$ cat src/rtl/div_unit.sv
// Signed 32-bit sequential divider: restoring shift-subtract on magnitudes,
// one quotient bit per cycle, results in hi (remainder) and lo (quotient).
module div_unit (
    input  logic        clk,
    input  logic        reset,
    input  logic        start,
    input  logic [31:0] a,
    input  logic [31:0] b,
    output logic        busy,
    output logic        done,
    output logic        div_zero,
    output logic [31:0] hi,
    output logic [31:0] lo
);

    typedef enum logic [1:0] {
        IDLE = 2'd0,
        CALC = 2'd1,
        DONE = 2'd2
    } state_t;

    state_t      state, state_nxt;
    logic [31:0] divisor;
    logic [31:0] quot;
    logic [31:0] rem;
    logic [5:0]  count;
    logic        q_neg;
    logic        r_neg;
    logic        dz_pend;

    logic [31:0] a_mag;
    logic [31:0] b_mag;
    logic [32:0] rem_shift;
    logic [32:0] trial;
    logic        calc_last;
    logic        b_is_zero;

    // rem < divisor <= 2^31 keeps rem_shift below 2^32, so trial[32] is a pure borrow.
    always_comb begin
        a_mag     = a[31] ? (~a + 32'd1) : a;
        b_mag     = b[31] ? (~b + 32'd1) : b;
        rem_shift = {rem, quot[31]};
        trial     = rem_shift - {1'b0, divisor};
        calc_last = (count == 6'd32);
        b_is_zero = (b == 32'd0);
    end

    // NOTE: every signal written in always_comb gets a default first, otherwise a latch is inferred.
    always_comb begin
        state_nxt = state;
        case (state)
            IDLE: begin
                if (start) begin
                    state_nxt = b_is_zero ? DONE : CALC;
                end
            end
            CALC: begin
                if (calc_last) begin
                    state_nxt = DONE;
                end
            end
            DONE:    state_nxt = IDLE;
            default: state_nxt = IDLE;
        endcase
    end

    // NOTE: sequential state uses non-blocking assignments so every register samples pre-edge values.
    always_ff @(posedge clk or negedge reset) begin
        if (!reset) begin
            state   <= IDLE;
            divisor <= 32'd0;
            quot    <= 32'd0;
            rem     <= 32'd0;
            count   <= 6'd0;
            q_neg   <= 1'b0;
            r_neg   <= 1'b0;
            dz_pend <= 1'b0;
            hi      <= 32'd0;
            lo      <= 32'd0;
        end else begin
            state <= state_nxt;
            case (state)
                IDLE: begin
                    if (start) begin
                        if (b_is_zero) begin
                            dz_pend <= 1'b1;
                        end else begin
                            dz_pend <= 1'b0;
                            divisor <= b_mag;
                            quot    <= a_mag;
                            rem     <= 32'd0;
                            count   <= 6'd0;
                            q_neg   <= a[31] ^ b[31];
                            r_neg   <= a[31];
                        end
                    end
                end
                CALC: begin
                    if (calc_last) begin
                        lo <= q_neg ? (~quot + 32'd1) : quot;
                        hi <= r_neg ? (~rem + 32'd1) : rem;
                    end else begin
                        count <= count + 6'd1;
                        if (!trial[32]) begin
                            rem  <= trial[31:0];
                            quot <= {quot[30:0], 1'b1};
                        end else begin
                            rem  <= rem_shift[31:0];
                            quot <= {quot[30:0], 1'b0};
                        end
                    end
                end
                default: ;
            endcase
        end
    end

    assign busy     = (state == CALC);
    assign done     = (state == DONE);
    assign div_zero = (state == DONE) && dz_pend;

endmodule

$ cat config.mk
export PLATFORM = sky130hd
export DESIGN_NAME = div_unit
export DESIGN_NICKNAME = d
export VERILOG_FILES = /design/src/rtl/div_unit.sv
export SDC_FILE = /design/constraint.sdc
export NUM_CORES = 1
export LEC_CHECK = 0
export CORE_MARGIN = 10
export CORE_UTILIZATION = 40
export DETAILED_ROUTE_END_ITERATION = 8
export PLACE_DENSITY = 0.67
export SYNTH_ARGS = -nofsm -noshare
export SYNTH_HDL_FRONTEND = slang
export SYNTH_SLANG_ARGS = --single-unit
$ cat constraint.sdc
create_clock -name clk -period 3.7 [get_ports clk]
set_input_delay 0.37 -clock clk [delete_from_list [all_inputs] [get_ports clk]]
set_output_delay 0.37 -clock clk [all_outputs]
set_load 0.01 [all_outputs]
# Word-level counts from Yosys, hierarchy flattened
# Cells that the tools add are included.
[totals]
reg_bits = 171
output_inout_bits = 67
[op_classes]
reduce_logical = 9
addsub = 6
muxes = 23
n_eq_ne = 7
bitwise = 6
[ops]
columns = ["operator", "n"]
rows = [
  ["2-to-1 mux 32 bit", 11],
  ["adder 32 x 1 -> 32 bit, second input constant", 4],
  ["inverter 32 bit", 4],
  ["case mux 32 bit (2 select lines)", 2],
  ["subtractor 33 x 32 -> 33 bit", 1],
  ["logical NOT 32 bit", 1],
  ["2-to-1 mux 6 bit", 3],
  ["case mux 6 bit (2 select lines)", 1],
  ["adder 6 x 1 -> 6 bit, second input constant", 1],
  ["equality test 6 bit, second input constant", 1],
  ["2-to-1 mux 2 bit", 3],
  ["!= test 2 bit, second input constant", 3],
  ["AND reduction 2 bit", 3],
  ["case mux 2 bit (2 select lines)", 1],
  ["AND reduction 4 bit", 1],
  ["AND reduction 3 bit", 1],
  ["equality test 2 x 1 -> 1 bit, second input constant", 1],
  ["equality test 2 bit, second input constant", 1],
  ["logical NOT 2 bit", 1],
  ["2-to-1 mux 1 bit", 2],
  ["!= test 2 x 1 -> 1 bit, second input constant", 1],
  ["nonzero test 2 bit", 1],
  ["logical AND 1 bit", 1],
  ["inverter 1 bit", 1],
  ["bitwise XOR 1 bit", 1],
]

# Logic depth before layout (Yosys ltp)
# Gate-level depths: netlist of the first run.
[logic_depth]
ltp_word = 6
mapped_depth = 13

# Worst setup path after synthesis of the first run
# OpenSTA, ideal clock, no wires.
[synth_path]
path_kind = "flip-flop to flip-flop"
startpoint = "register quot[6]"
endpoint = "register lo[28]"
arrival_time_ps = 2977
stages_incl_launch_ff = 10
slack_ps = 586
required_time_ps = 3563
period_less_slack_ps = 3114
cell_sequence = "dfrtp_1 > or4_4 > or2_4 > nand2b_4 > or4_4 > or4_4 > or3_4 > o31ai_4 > xor2_1 > a21oi_1"
[synth_between]
elab_chain_cells = 3
[synth_lines]
columns = ["item", "line_no", "rtl"]
rows = [
  ["start: declaration", "24", "logic [31:0] quot;"],
  ["start signal: assignment", "90", "quot <= a_mag;"],
  ["start signal: assignment", "106", "quot <= {quot[30:0], 1'b1};"],
  ["start signal: assignment", "109", "quot <= {quot[30:0], 1'b0};"],
  ["inverter 32 bit", "100", "lo <= q_neg ? (~quot + 32'd1) : quot;"],
  ["adder 32 x 1 -> 32 bit", "100", ""],
  ["2-to-1 mux 32 bit", "100", ""],
  ["end signal: assignment", "100", ""],
  ["end: declaration", "13", "output logic [31:0] lo"],
]
# Every way passes these cells.
# A chain may end at the register's enable or synchronous reset.

# Worst setup path in the final report of the first run
[layout_path]
startpoint = "register quot[31]"
endpoint = "register rem[26]"
[layout_between]
elab_chain_cells = 4
[layout_lines]
columns = ["item", "line_no", "rtl"]
rows = [
  ["subtractor 33 x 32 -> 33 bit", "43", "trial = rem_shift - {1'b0, divisor};"],
  ["2-to-1 mux 32 bit", "104", "if (!trial[32]) begin"],
  ["2-to-1 mux 32 bit", "99", "if (calc_last) begin"],
  ["case mux 32 bit (2 select lines)", "82", "case (state)"],
  ["end signal: assignment", "105", "rem <= trial[31:0];"],
  ["end signal: assignment", "108", "rem <= rem_shift[31:0];"],
  ["end: declaration", "25", "logic [31:0] rem;"],
]
# Every way passes these cells. The select of a mux whose other input is x is not followed.

==> results of run 1 <==
==> critical path, delay by kind of cell (launching register included) <==
family | cells | cell delay, ns
buffers and inverters | 2 | 0.30
AOI/OAI and AO/OA | 6 | 1.65
and+or+nand+nor | 2 | 0.28
xor gates and xnor gates | 1 | 0.20
adders and majority gates | 2 | 0.42
DFF | 1 | 0.38
==> power by group <==
part / internal [mW] / switching (mW)
registers: 2.76 / 0.986
logic: 3.45 / 3.92
clock network: 1.16 / 0.839
==> final timing paths <==
check                                 start          end  depth (start not counted)
worst min register to register  divisor[21]  divisor[21]                          2
min in group clk                divisor[21]  divisor[21]                          2
worst max register to register     quot[31]      rem[26]                         13
worst max-delay path               quot[31]      rem[26]                         13
worst min-delay path                  reset  divisor[19]                          1
max in group asynchronous             reset      rem[28]                          2
==> kinds of logic (layout without fill, tap and decap cells) <==
| logic type | Yosys count | count (layout) | share of synthesized area, % |
|---|---|---|---|
| buffers and inverters | 111 | 240 | 3.906 |
| AOI/OAI and AO/OA | 362 | 362 | 21.15 |
| adders and majority gates | 39 | 39 | 4.618 |
| DFF | 171 | 171 | 39.88 |
| muxes | 29 | 29 | 2.740 |
| xor gates and xnor gates | 153 | 153 | 12.49 |
| and+or+nand+nor | 347 | 347 | 15.22 |
==> routing by layer <==
layer / part of all wire, % / vias up / track usage [%]
met5: 0 / - / 0
met4: 1.7 / 0 / 4.884
met3: 4.9 / 35 / 3.518
met2: 44 / 221 / 25.86
met1: 49 / 4389 / 23.95
li1: - / 4544 / -
==> sequential cells by signal, summed over array words and instances (netlist names), 2 cells and up <==
register  cells
state         2
hi           32
quot         32
lo           32
count         6
divisor      32
rem          32
==> layout make-up <==
| cell class | instances | area, µm² |
|---|---|---|
| Clock inverter | 15 | 230.2 |
| Multi-Input combinational cell | 930 | 6068 |
| Clock buffer | 17 | 425.4 |
| Fill cell | 2477 | 13040 |
| Inverter | 50 | 187.7 |
| Sequential cell | 171 | 4279 |
| Tap cell | 335 | 419.2 |
| Timing Repair Buffer | 158 | 1558 |
==> through the flow <==
stage / hold slack (ns) / area, µm² / power [mW] / util [%] / setup slack [ns]
2_1_floorplan: 0.07441 / 10730 / 8.764 / - / 0.5859
3_3_place_gp: 0.4635 / 12510 / 10.95 / 47.74 / 0.3146
3_5_place_dp: 0.4714 / 12510 / 11.11 / 47.74 / 0.2436
4_1_cts: 0.02735 / 13170 / 13.17 / 50.25 / 0.3392
5_1_grt: 0.06544 / 13170 / 14.25 / 50.25 / 0.04845
6_report: -0.01375 / 13170 / 13.12 / 50.25 / 0.3366
==> cell usage after synthesis, drive strengths merged, types with 10 or more instances <==
library cell and instances:
a21oi 89, a221o 14, a22oi 14, clkbuf 53, dfrtp 171, ha 38
inv 50, mux2i 26, nand2 126, nand2b 10, nand3 15, nor2 104
o21ai 133, o31ai 37, o41ai 19, or3 17, or4 24, xnor2 33
xor2 120
==> results.sh, run 1 <==
export IMPL_coreArea_um2=26210
export IMPL_wl_mm=28.68
export IMPL_powerDensity_nw_per_um2=996.4
export IMPL_setup_tns_ns=0
export IMPL_syn_instance_count=1212
export IMPL_syn_to_final_growth_pct=22.71
export IMPL_failed_checks="hold timing"
export IMPL_netlist_area_um2=10730
export IMPL_hp_class="in -> async"
export IMPL_clkSlewWorstSetupHoldPaths_ns=0.07
export IMPL_grt_pass1_vias=8941
export IMPL_io_buffers=133
export IMPL_syn_nets=1318
export IMPL_antenna_left=0
export IMPL_numCtsBuffers=17
export IMPL_dpl_cell_count=1644
export IMPL_path_cells="inv_1, ha_1, fa_1, nand2b_1, a21oi_1, o41ai_1, buf_4, nand3_1, a211oi_1, o21bai_1, a221oi_1, xor2_1, o221ai_1"
export IMPL_dr_pass1_iters=5
export IMPL_synth_seq_area_share_pct=39.88
export IMPL_n_antenna_cell=0
export IMPL_slew_headroom_pct=27.36
export IMPL_vias=9189
export IMPL_synth_area_leaders="dfrtp_1 40%, xor2_1 9.8%, o21ai_0 6.2%"
export IMPL_synth_top_area_share_pct=39.88
export IMPL_synthArstFlopShare_pct=100.0
export IMPL_gp_congestion=0.9155
export IMPL_grt_max_degree=90
export IMPL_cp_slowest_cell="a211oi_1"
export IMPL_critPathKind="reg -> reg"
export IMPL_die_w_um=183.8
export IMPL_finalHoldViolations=13
export IMPL_fmax_mhz=297.3
export IMPL_initial_core_util_pct=40.95
export IMPL_final_cell_mix="171 x dfrtp_1, 132 x o21ai_0, 132 x clkdlybuf4s50_1"
export IMPL_first_iter_violations=552
export IMPL_worst_pin_slew_ns=1.090
export IMPL_root_buffer="clkbuf_16"
export IMPL_drcViolationCount=0
export IMPL_cts_tree="yes"
export IMPL_yosys_warnings=0
export IMPL_grt_overflow=0
export IMPL_synth_edf_count=0
export IMPL_rsz0062_at_grt="no"
export IMPL_critPathMaxFanout=4
export IMPL_hpwl_mm=21.78
export IMPL_nets=1434
export IMPL_io_pins=134
export IMPL_status="finished with violations"
export IMPL_drv_cap=0
export IMPL_cp_end_kind="register"
export IMPL_synth_seq_cells=171
export IMPL_cts_setup_buffers=0
export IMPL_setup_violations=0
export IMPL_min_period_ns=3.363
export IMPL_p_leak_nw=5.599
export IMPL_htreeDepth=4
export IMPL_rows=59
export IMPL_start_kind="register"
export IMPL_stdcell_count=1676
export IMPL_grt_pass1_wl_mm=47.13
export IMPL_fin_skew_ns=0.008859
export IMPL_grtUsageTotal_pct=17.04
export IMPL_slowest_delay_ns=0.44
export IMPL_slew_viol_final=0
export IMPL_clock_sinks=171
export IMPL_wl_per_cell_um=17.11
export IMPL_crit_arrival_ns=3.66
export IMPL_period_share_pct=90.90
export IMPL_die_h_um=183.8
export IMPL_antenna_found_initial=0
export IMPL_via_per_inst=5.483
export IMPL_synth_main_ff_cell="dfrtp_1"
export IMPL_ys_types=58
export IMPL_post_cts_resized=0
export IMPL_drive_above_1_share_pct=6.115
export IMPL_synth_top_cell_by_area="dfrtp_1"
export IMPL_peakVddDrop_v=0.0004717
export IMPL_whs_ns=-0.01375
export IMPL_required_ns=3.99
export IMPL_hold_buffers=0
export IMPL_rrSetupSlack_ns=0.34
export IMPL_dieArea_um2=33780
export IMPL_synth_avg_cell_area_um2=8.853
export IMPL_clkLatencyLatePin_ns=0.44
export IMPL_layout_commonest_cell="dfrtp_1"
export IMPL_cts_buffer_depth=2
Power figures use the tool's default switching activity.
==> run 2: changes to the inputs <==
--- a/config.mk
+++ b/config.mk
@@ -8,7 +8,7 @@
 export CORE_MARGIN = 10
 export CORE_UTILIZATION = 40
 export DETAILED_ROUTE_END_ITERATION = 8
-export PLACE_DENSITY = 0.67
+export PLACE_DENSITY = 0.69
 export SYNTH_ARGS = -nofsm -noshare
 export SYNTH_HDL_FRONTEND = slang
 export SYNTH_SLANG_ARGS = --single-unit
==> constraint.sdc (replaced) <==
create_clock -name clk -period 2.95 [get_ports clk]
set_input_delay 0.295 -clock clk [delete_from_list [all_inputs] [get_ports clk]]
set_output_delay 0.295 -clock clk [all_outputs]
set_load 0.01 [all_outputs]
==> results.sh, run 2 (synthesis results as in run 1) <==
export IMPL_powerDensity_nw_per_um2=1301
export IMPL_failed_checks="setup timing"
export IMPL_rows=59
export IMPL_stdcell_area_um2=14700
export IMPL_regArea_um2=4282
export IMPL_endpoint="lo[28]"
export IMPL_postLayoutCoreUtil_pct=56.08
export IMPL_fmax_mhz=318.8
export IMPL_slowest_delay_ns=0.55
export IMPL_dpl_cell_count=1775
export IMPL_start_kind="register"
export IMPL_wl_mm=30.51
export IMPL_min_period_ns=3.137
export IMPL_slew_viol_final=0
export IMPL_layout_commonest_cell="dfrtp_1"
export IMPL_root_buffer="clkbuf_16"
export IMPL_drcViolationCount=0
export IMPL_cpMostUsedCell="or4_4"
export IMPL_coreArea_um2=26210
export IMPL_setup_slack_ns=-0.1868
export IMPL_clkLatencyLatePin_ns=0.44
export IMPL_hp_class="in -> async"
export IMPL_grt_max_degree=83
export IMPL_nets=1577
export IMPL_io_pins=134
export IMPL_first_iter_violations=625
export IMPL_slew_headroom_pct=21.74
export IMPL_dieArea_um2=33780
export IMPL_setup_tns_ns=-0.5291
export IMPL_multiInputGateArea_um2=6455
export IMPL_critPathKind="reg -> reg"
export IMPL_placed_area_um2=13550
export IMPL_status="finished with violations"
export IMPL_worst_pin_slew_ns=1.174
export IMPL_grt_overflow=0
export IMPL_crit_arrival_ns=3.45
export IMPL_cp_depth=9
export IMPL_cts_tree="yes"
export IMPL_dr_pass1_iters=5
export IMPL_path_cells="or4_4, or2_4, nand2b_4, or4_4, or4_4, or3_4, o31ai_4, xor2_1, a21oi_1"
export IMPL_critPathMaxFanout=3
export IMPL_r2r_end="lo[28]"
export IMPL_dp_slack_ns=-0.2172
export IMPL_grt_pass1_wl_mm=49.49
export IMPL_antenna_left=0
export IMPL_power_mw=19.12
export IMPL_numCtsBuffers=17
export IMPL_crit_buf_inv=0
export IMPL_drive_above_1_share_pct=18.48
export IMPL_die_w_um=183.8
export IMPL_finalHoldViolations=0
export IMPL_gp_congestion=0.9016
export IMPL_syn_to_final_growth_pct=36.96
export IMPL_cp_startpoint="quot[6]"
export IMPL_grt_pass1_vias=9624
export IMPL_via_per_inst=5.406
export IMPL_cp_slowest_cell="or4_4"
export IMPL_fillCellCount=2247
export IMPL_cp_end_kind="register"
export IMPL_peakVddDrop_v=0.0007936
export IMPL_period_share_pct=106.3
export IMPL_clkSlewWorstSetupHoldPaths_ns=0.07
export IMPL_grtUsageTotal_pct=17.80
export IMPL_clock_sinks=171
export IMPL_stdcell_count=1818
export IMPL_r2r_start="quot[6]"
export IMPL_hpwl_mm=22.80
export IMPL_io_buffers=133
export IMPL_rsz0062_at_grt="yes"
export IMPL_drv_cap=0
export IMPL_rrSetupSlack_ns=-0.19
export IMPL_setup_violations=7
export IMPL_die_h_um=183.8
export IMPL_p_leak_nw=6.377
export IMPL_cts_buffer_depth=2
export IMPL_cpLargestDelayFamily="simple AND/OR/NAND/NOR gates"
export IMPL_htreeDepth=4
export IMPL_required_ns=3.26
export IMPL_antenna_found_initial=0
export IMPL_fin_skew_ns=0.01709
export IMPL_n_antenna_cell=0
export IMPL_vias=9828
export IMPL_final_cell_mix="169 x dfrtp_1, 155 x buf_4, 132 x clkdlybuf4s50_1"
export IMPL_initial_core_util_pct=40.95
export IMPL_wl_per_cell_um=16.78
export IMPL_whs_ns=0.4744
export IMPL_rr_worst_depth=9
[run 2: cell count changes in the layout (fill, tap and decap cells not counted), moves of 5 or more]
cell and change:
buf_12 +5, buf_4 +133, o21ai_0 -24, o21ai_1 +22, o31ai_1 -5, o41ai_1 -6
[run 2: timing repair]
action | 4_1_cts | 5_1_grt
buffers inserted | 5 | 4
pin swaps | 13 | 20
setup endpoints to repair | 49 | 53
hold endpoints to repair | 79 | 0
gates resized for setup | 34 | 59
cloned | 1 | 2
hold buffers | 1 | 0
[run 2: final cells by class]
class,instances,share of cell area (%)
Clock buffer,21,3.201
Clock inverter,10,0.9620
Tap cell,335,2.852
Sequential cell,171,29.13
Inverter,50,1.277
Multi-Input combinational cell,930,43.92
Timing Repair Buffer,301,18.65
[run 2: report_power, final]
group / internal [mW] / switching, mW
clock: 1.40 / 0.940
sequential: 3.47 / 1.06
combinational: 6.27 / 5.99
total: 11.1 / 7.99
[run 2: worst min-delay path by stage]
stage	cells past startpoint	to	slack [ns]	startpoint
6_report	2	divisor[30]	0.47	reset
5_1_grt	2	divisor[25]	0.52	divisor[25]
4_1_cts	2	divisor[21]	0.49	divisor[21]
3_5_place_dp	1	divisor[17]	0.41	reset
3_3_place_gp	1	divisor[17]	0.40	reset
2_1_floorplan	0	count[0]	-0.0006	reset
[run 2: routing by layer]
layer	up-vias	track usage [%]	part of all wire [%]
li1	4835	-	-
met4	0	6.326	2.3
met2	247	26.96	44
met5	-	0	0
met3	36	3.063	5.1
met1	4710	24.97	49
==> run 3: changes to the inputs <==
--- a/config.mk
+++ b/config.mk
@@ -5,10 +5,12 @@
 export SDC_FILE = /design/constraint.sdc
 export NUM_CORES = 1
 export LEC_CHECK = 0
+export CELL_PAD_IN_SITES_DETAIL_PLACEMENT = 0
+export CELL_PAD_IN_SITES_GLOBAL_PLACEMENT = 1
 export CORE_MARGIN = 10
-export CORE_UTILIZATION = 40
+export CORE_UTILIZATION = 39
 export DETAILED_ROUTE_END_ITERATION = 8
-export PLACE_DENSITY = 0.69
+export PLACE_DENSITY = 0.83
 export SYNTH_ARGS = -nofsm -noshare
 export SYNTH_HDL_FRONTEND = slang
 export SYNTH_SLANG_ARGS = --single-unit
==> results.sh, run 3 (synthesis results as in run 1) <==
export IMPL_status="finished with violations"
export IMPL_failed_checks="setup timing"
export IMPL_initial_core_util_pct=39.70
export IMPL_dieArea_um2=34550
export IMPL_hpwl_mm=23.47
export IMPL_setup_violations=12
export IMPL_setup_slack_ns=-0.1745
export IMPL_path_cells="or4_4, or2_4, nand2b_4, or4_4, or4_4, or3_4, o31ai_4, xor2_1, a21oi_1"
export IMPL_antenna_left=0
export IMPL_crit_arrival_ns=3.44
export IMPL_io_pins=134
export IMPL_drv_cap=0
export IMPL_finalHoldViolations=0
export IMPL_die_w_um=185.9
export IMPL_via_per_inst=5.345
export IMPL_regArea_um2=4282
export IMPL_clkSlewWorstSetupHoldPaths_ns=0.07
export IMPL_critPathKind="reg -> reg"
export IMPL_cpMostUsedCell="or4_4"
export IMPL_slew_viol_final=0
export IMPL_final_cell_mix="169 x dfrtp_1, 168 x buf_4, 132 x clkdlybuf4s50_1"
export IMPL_gp_congestion=0.8898
export IMPL_peakVddDrop_v=0.0007719
export IMPL_layout_commonest_cell="dfrtp_1"
export IMPL_numCtsBuffers=17
export IMPL_die_h_um=185.9
export IMPL_dp_slack_ns=-0.2902
export IMPL_root_buffer="clkbuf_16"
export IMPL_vias=9846
export IMPL_critPathMaxFanout=3
export IMPL_rows=60
export IMPL_cp_end_kind="register"
export IMPL_drcViolationCount=0
export IMPL_p_leak_nw=6.444
export IMPL_io_buffers=133
export IMPL_grt_pass1_vias=9641
export IMPL_worst_pin_slew_ns=1.226
export IMPL_n_antenna_cell=0
export IMPL_multiInputGateArea_um2=6495
export IMPL_htreeDepth=4
export IMPL_period_share_pct=105.9
export IMPL_wl_per_cell_um=16.92
export IMPL_cts_buffer_depth=2
export IMPL_first_iter_violations=563
export IMPL_crit_buf_inv=0
export IMPL_min_period_ns=3.124
export IMPL_coreArea_um2=27030
export IMPL_dr_pass1_iters=5
export IMPL_syn_to_final_growth_pct=38.14
export IMPL_cp_depth=9
export IMPL_slew_headroom_pct=18.28
export IMPL_grt_pass1_wl_mm=50.46
export IMPL_wl_mm=31.16
export IMPL_grt_overflow=0
export IMPL_rsz0062_at_grt="yes"
export IMPL_fmax_mhz=320.1
export IMPL_slowest_delay_ns=0.54
export IMPL_powerDensity_nw_per_um2=1307
export IMPL_clock_sinks=171
export IMPL_fillCellCount=2403
export IMPL_fin_skew_ns=0.01051
export IMPL_cp_slowest_cell="or4_4"
export IMPL_grt_max_degree=67
export IMPL_rr_worst_depth=9
export IMPL_hp_class="in -> async"
export IMPL_antenna_found_initial=0
export IMPL_cpLargestDelayFamily="simple AND/OR/NAND/NOR gates"
export IMPL_clkLatencyLatePin_ns=0.44
export IMPL_cts_tree="yes"
export IMPL_drive_above_1_share_pct=20.12
export IMPL_required_ns=3.27
export IMPL_power_mw=19.37
export IMPL_nets=1594
export IMPL_start_kind="register"
export IMPL_grtUsageTotal_pct=18.08
==> run 3: cell count changes in the layout (fill, tap and decap cells not counted), sizes merged <==
| cell | change |
|---|---|
| buf | +17 |
| bufinv | -2 |
| clkbuf | -3 |
| inv | +6 |
==> run 3: through the flow <==
step	std cells	instance area [µm²]	hold slack (ns)	utilization (%)	TNS (ns)
2_1_floorplan	1212	10740	-0.0005911	-	-0.2318
3_3_place_gp	1796	13670	0.3243	50.56	-3.104
3_5_place_dp	1796	13670	0.3298	50.56	-7.130
4_1_cts	1836	14550	0.4415	53.82	-0.6432
5_1_grt	1842	14820	0.4840	54.85	-4.769
6_report	1842	14820	0.3980	54.85	-0.8083
==> run 3: metal layers <==
layer	vias to the layer above	GRT usage, %	share of wire [%]
met1	4687	25.43	49
met5	-	0	0
met2	233	27.63	45
met4	0	5.127	1.4
met3	31	3.431	5.3
li1	4895	-	-
==> run 3: report_power, final <==
part	leakage [nW]	switching [mW]	internal [mW]
clock network	0.274	1.03	1.18
registers	2.14	0.991	3.47
logic	4.03	6.30	6.40
==> run 3: area by class of cell <==
class | count | share of cell area [%]
Clock buffer | 18 | 2.895
Clock inverter | 14 | 0.9201
Tap cell | 341 | 2.878
Sequential cell | 171 | 28.88
Timing Repair Buffer | 318 | 19.34
Inverter | 50 | 1.266
Multi-Input combinational cell | 930 | 43.82
==> run 3: final timing paths <==
path / startpoint / endpoint / slack [ns]
setup / recovery: quot[6] / lo[28] / -0.17
hold / removal: reset / divisor[19] / 0.40
setup reg to reg: quot[6] / lo[28] / -0.17
hold reg to reg: divisor[28] / divisor[28] / 0.48
max in group asynchronous: reset / lo[19] / 1.72
min in group clk: divisor[28] / divisor[28] / 0.48
==> run 3: repair_timing <==
action / 4_1_cts / 5_1_grt
hold endpoints to repair: 62 / 0
gates cloned: 1 / 1
setup endpoints to repair: 48 / 54
resized for setup: 49 / 72
hold buffers: 1 / 0
pin swaps: 10 / 25
setup buffers: 8 / 6
==> run 3: worst reg2reg max path: stages (launching register included) <==
cell and delay (ns):
dfrtp_1 0.38, or4_4 0.54, or2_4 0.25, nand2b_4 0.15, or4_4 0.43, or4_4 0.44, or3_4 0.38, o31ai_4 0.18
xor2_1 0.17, a21oi_1 0.09
